File: src/rtl/rtc_escritor_bus.sv
// rtc_escritor_bus: snapshots six BCD edit registers and writes them plus a transfer command to the RTC bus.
module rtc_escritor_bus #(
  parameter int T_FASE = 10,
  parameter logic [7:0] ADDR_BASE = 8'h21,
  parameter logic [7:0] CMD_TRANSFER = 8'hF2
) (
  input  logic       CLK,
  input  logic       RESET,
  input  logic       Iniciar,
  input  logic [7:0] DATA_seg,
  input  logic [7:0] DATA_min,
  input  logic [7:0] DATA_hora,
  input  logic [7:0] DATA_dia,
  input  logic [7:0] DATA_mes,
  input  logic [7:0] DATA_anio,
  output logic       CS_n,
  output logic       WR_n,
  output logic       RD_n,
  output logic       AD_n,
  output logic [7:0] AD_out,
  output logic       AD_oe,
  output logic       Ocupado,
  output logic       Listo
);
  localparam int CW = T_FASE > 1 ? $clog2(T_FASE) : 1;
  typedef enum logic [3:0] {
    IDLE, A_SETUP, A_STROBE, A_HOLD, A_GAP, D_SETUP, D_STROBE, D_HOLD, D_GAP, DONE
  } state_t;
  state_t state, state_nxt;
  logic [2:0] idx, idx_nxt;
  logic [CW-1:0] cnt, cnt_nxt;
  logic [7:0] snap [6];
  logic [7:0] addr, data, out_nxt;
  logic last, drv_a, drv_d;
  assign last = cnt == CW'(T_FASE - 1);
  assign RD_n = 1'b1;
  always_comb begin
    state_nxt = state;
    idx_nxt = idx;
    cnt_nxt = cnt;
    if (state == IDLE) begin
      state_nxt = Iniciar ? A_SETUP : IDLE;
      idx_nxt = 3'd0;
    end else if (state == DONE) begin
      state_nxt = IDLE;
    end else if (!last) begin
      cnt_nxt = cnt + 1'b1;
    end else begin
      cnt_nxt = '0;
      if (state == D_GAP) begin
        state_nxt = idx == 3'd6 ? DONE : A_SETUP;
        idx_nxt = idx == 3'd6 ? idx : idx + 3'd1;
      end else begin
        state_nxt = state_t'(4'(state + 4'd1));
      end
    end
  end
  // Outputs are decoded from the next state so the pins are registered yet aligned with the state.
  always_comb begin
    addr = idx_nxt == 3'd6 ? CMD_TRANSFER : ADDR_BASE + {5'd0, idx_nxt};
    data = idx_nxt < 3'd6 ? snap[idx_nxt] : 8'h00;
    drv_a = state_nxt == A_SETUP || state_nxt == A_STROBE || state_nxt == A_HOLD;
    drv_d = state_nxt == D_SETUP || state_nxt == D_STROBE || state_nxt == D_HOLD;
    out_nxt = drv_a ? addr : drv_d ? data : 8'h00;
  end
  always_ff @(posedge CLK or posedge RESET) begin
    if (RESET) begin
      state <= IDLE;
      idx <= 3'd0;
      cnt <= '0;
      CS_n <= 1'b1;
      WR_n <= 1'b1;
      AD_n <= 1'b0;
      AD_out <= 8'h00;
      AD_oe <= 1'b0;
      Ocupado <= 1'b0;
      Listo <= 1'b0;
    end else begin
      state <= state_nxt;
      idx <= idx_nxt;
      cnt <= cnt_nxt;
      CS_n <= !(drv_a || drv_d);
      WR_n <= !(state_nxt == A_STROBE || state_nxt == D_STROBE);
      AD_n <= drv_d;
      AD_out <= out_nxt;
      AD_oe <= drv_a || drv_d;
      Ocupado <= state_nxt != IDLE && state_nxt != DONE;
      Listo <= state_nxt == DONE;
    end
  end
  always_ff @(posedge CLK) begin
    if (state == IDLE && Iniciar) begin
      snap[0] <= DATA_seg;
      snap[1] <= DATA_min;
      snap[2] <= DATA_hora;
      snap[3] <= DATA_dia;
      snap[4] <= DATA_mes;
      snap[5] <= DATA_anio;
    end
  end
endmodule

File: config.mk
export PLATFORM = sky130hd
export DESIGN_NAME = rtc_escritor_bus
export DESIGN_NICKNAME = d
export VERILOG_FILES = /design/src/rtl/rtc_escritor_bus.sv
export SDC_FILE = /design/constraint.sdc
export NUM_CORES = 1
export LEC_CHECK = 0
export ABC_AREA = 1
export CAP_MARGIN = 10
export CELL_PAD_IN_SITES_DETAIL_PLACEMENT = 0
export CELL_PAD_IN_SITES_GLOBAL_PLACEMENT = 2
export CORE_AREA = 2 2 125 91
export CTS_CLUSTER_DIAMETER = 60
export CTS_CLUSTER_SIZE = 25
export DETAILED_ROUTE_END_ITERATION = 8
export DIE_AREA = 0 0 127 93
export PLACE_DENSITY_LB_ADDON = 0.15
export SLEW_MARGIN = 20
export SYNTH_ARGS = -nofsm -noshare
export SYNTH_HDL_FRONTEND = slang
export SYNTH_SLANG_ARGS = --single-unit
File: constraint.sdc
create_clock -name CLK -period 4.3 [get_ports CLK]
set_input_delay 1.075 -clock CLK [delete_from_list [all_inputs] [get_ports CLK]]
set_output_delay 1.075 -clock CLK [all_outputs]
set_load 0.03 [all_outputs]
==> results.md <==
- Outcome: completed
- Num rows: 32
- Initial antenna violation count: 0
- Net count after synthesis: about 380
- Min Tclk post-route: 2.63 ns
- Die Area: about 12,000 um2
- CTS Hold Buffers Added: 0
- I/O Pins: 66
- Min setup slack post-route: about 1.7 ns
- Worst-path cell chain: inv_1 -> ha_1 -> nand3_4 -> nand3_2 -> clkinv_1 -> ha_1 -> nand2_1 -> nand3_1 -> nand2_1 -> nand2_1 -> inv_1
- Initial core utilization: 31.1%
- Nets: 451
- DR WL met2: 2860 um
- Filler instances: approximately 1,100
- Yosys reg bits: 73
- Clk sinks: 73
- Prevailing post-synth register cell: edfxtp_1
- CP peak stage delay: around 0.43 ns
- Measured slew at the worst slew-check pin: 0.611 ns
- CTS tree: built
- Cell mode on critical path: nand2_1
- Die X: 127 um
- Period Utilization, post-route: about three fifths
- Worst-Skew Late Latency: 0.33 ns
- Max VDD drop: between 0.15 and 0.2 mV
- Netlist cell types: 34
- Met1 Wirelength: 4200 um
- H-tree Lvls: 3
- Leak pwr: between 1.5 and 2 nW
- CTS resizes: 0
- CP endpoint kind: flip-flop
- Setup_tns: 0 ns
- Clock Skews: 0.00458 ns
- WL final: ~7500 um
- Core ar.: 10,700 um2
- Max_slew headroom: between 50% and 60%
- Port Buffers: 64
- Warnings from Yosys: 0
- Unrepaired setup endpoints after global routing: no
- Pre-CTS setup slack: 1.53 ns
- Post-CTS Setup Inserts: 0
- Crit path required time: 4.58 ns
- Max-slew violation count: 0
- Top sig layer: met4
- Mapped Cells: 326
- Pin count of the biggest net entering global routing: 49
- Die Height: approximately 93 um
- Remaining global-route overflow: 0
- Synthesized cell area: 3310 um2
- Final ANT Viol Nets: 0
- Kind of critical path: flip-flop to flip-flop
- CTS Buf Count: 9
- Mapped Avg Cell Area: 10.2 um2
- Via Count: 2,340
- Clock Tree Root: clkbuf_16
- Initial DRC count: 154
- Routed vias/inst: ~4.4
- Layout area overhead: 31.3%
- PwrDens: ~340 nW/um2
- Max Root-Sink Buffers: 2
- Clk slew on worst S/H paths: approximately 0.06 ns
- Final hold vios: 0
- Overall power: 1.49 mW
- MaxCap Viol Count: 0
- Met3 WL: 391 um
- Post-DP HPWL: about 5400 um
- Number of remaining DRC errors: 0
- Startpoint Class: flip-flop
- Critical path's slowest cell: dfrtp_1
- Async S/R FF share, synth: 34.2%
- Routability Congestion: between 0.7 and 0.8
- 1st-pass router iterations: 4
- Commonest non-fill, non-tap cells in the layout: nand2_1, clkdlybuf4s50_1, nand3_1
- WP data arrival: 2.91 ns
- Final hold slack: 0.542 ns
- Tot GR Track Use: 13.9%
- Most common cell after layout, fill and taps aside: nand2_1
- Fmax: 381 MHz
- Layout cells sized above 1: 10.1%
- Placed cells: 518
- Non-filler cells in the finished layout: 534
- Mean routed wirelength per cell: 14.1 um
- HP Class: flip-flop to flip-flop
- Diodes inserted: 0
- Number of flops mapped to enable cells by yosys: 48
- Post-synthesis sequential area ratio: 62.4%
- Setup-failing EPs final: 0
- Vias in the first global route: 2,229
- CP max FO: 33
- First-pass GRT wire length: 12,300 um
[flip-flops by register name, indices dropped and copies added (netlist names)]
signal	count
cnt	4
AD_oe	1
AD_n	1
CS_n	1
snap	48
AD_out	8
idx	3
Listo	1
Ocupado	1
WR_n	1
state	4
[per-layer routing]
metal,up-vias,track usage (%)
li1,1209,-
met1,1067,21.9
met2,57,17.2
met3,7,4.98
met4,0,4.40
met5,-,0
[stage by stage]
stage	utilization [%]	instance area, um2
final	40.9	4350
after global routing	40.9	4350
after CTS	40.9	4350
after detailed placement	38.3	4080
after global placement	38.3	4080
after floorplan	-	3310
[worst paths after layout]
kind | startpoint | end | slack (ns) | depth (start not counted)
setup / recovery | state[0] | AD_out[3] | 1.67 | 11
hold / removal | cnt[0] | cnt[0] | 0.54 | 2
setup reg to reg | state[0] | AD_out[3] | 1.67 | 11
hold reg to reg | cnt[0] | cnt[0] | 0.54 | 2
max in group asynchronous | RESET | WR_n | 2.80 | 2
min in group asynchronous | RESET | cnt[0] | 1.12 | 2
[synthesized netlist by cell type (2+ instances only)]
cell	number	share of area (%)
inv_1	32	3.6
nand3_2	3	0.91
nor3_1	2	0.30
nor2_4	2	0.68
nand4_1	6	1.1
nand2_4	2	0.68
nor2_2	3	0.57
buf_4	4	0.91
nand3_1	52	7.9
dfrtp_1	23	17
ha_1	7	2.6
a21boi_0	7	1.6
a21oi_1	2	0.30
nand2_1	82	9.3
edfxtp_1	48	43
buf_2	2	0.30
inv_2	7	0.79
nor2_1	25	2.8
dfstp_2	2	1.6
[layout make-up]
cell class	instances	area, um2	share of cell area, %
Clock inverter	6	42.5	0.977
Timing Repair Buffer	65	648	14.9
Inverter	40	150	3.45
Tap cell	136	170	3.91
Clock buffer	10	229	5.26
Sequential cell	73	2070	47.5
Multi-Input combinational cell	204	1040	24.0
[logic make-up after synthesis]
family	after synthesis	synth area share, %
DFF	73	62.4
other	1	0.113
AOI/OAI and AO/OA	13	2.60
adders and majority gates	7	2.64
and+or+nand+nor	181	25.4
buffers and inverters	49	6.30
xor gates and xnor gates	2	0.529
[power breakdown]
part / switching (mW) / internal [mW] / total, mW
Combinational: 0.0122 / 0.0393 / 0.0515
Sequential: 0 / 0.750 / 0.750
Clock: 0.296 / 0.392 / 0.688
Total: 0.308 / 1.18 / 1.49
[worst max-delay path, delay by kind of cell (launching register included)]
| kind | cells | cell delay, ns |
|---|---|---|
| fa+ha+maj | 2 | 0.55 |
| flops | 1 | 0.43 |
| buf+inv | 3 | 0.51 |
| simple gates | 6 | 1.08 |
Power figures use the tool's default switching activity.
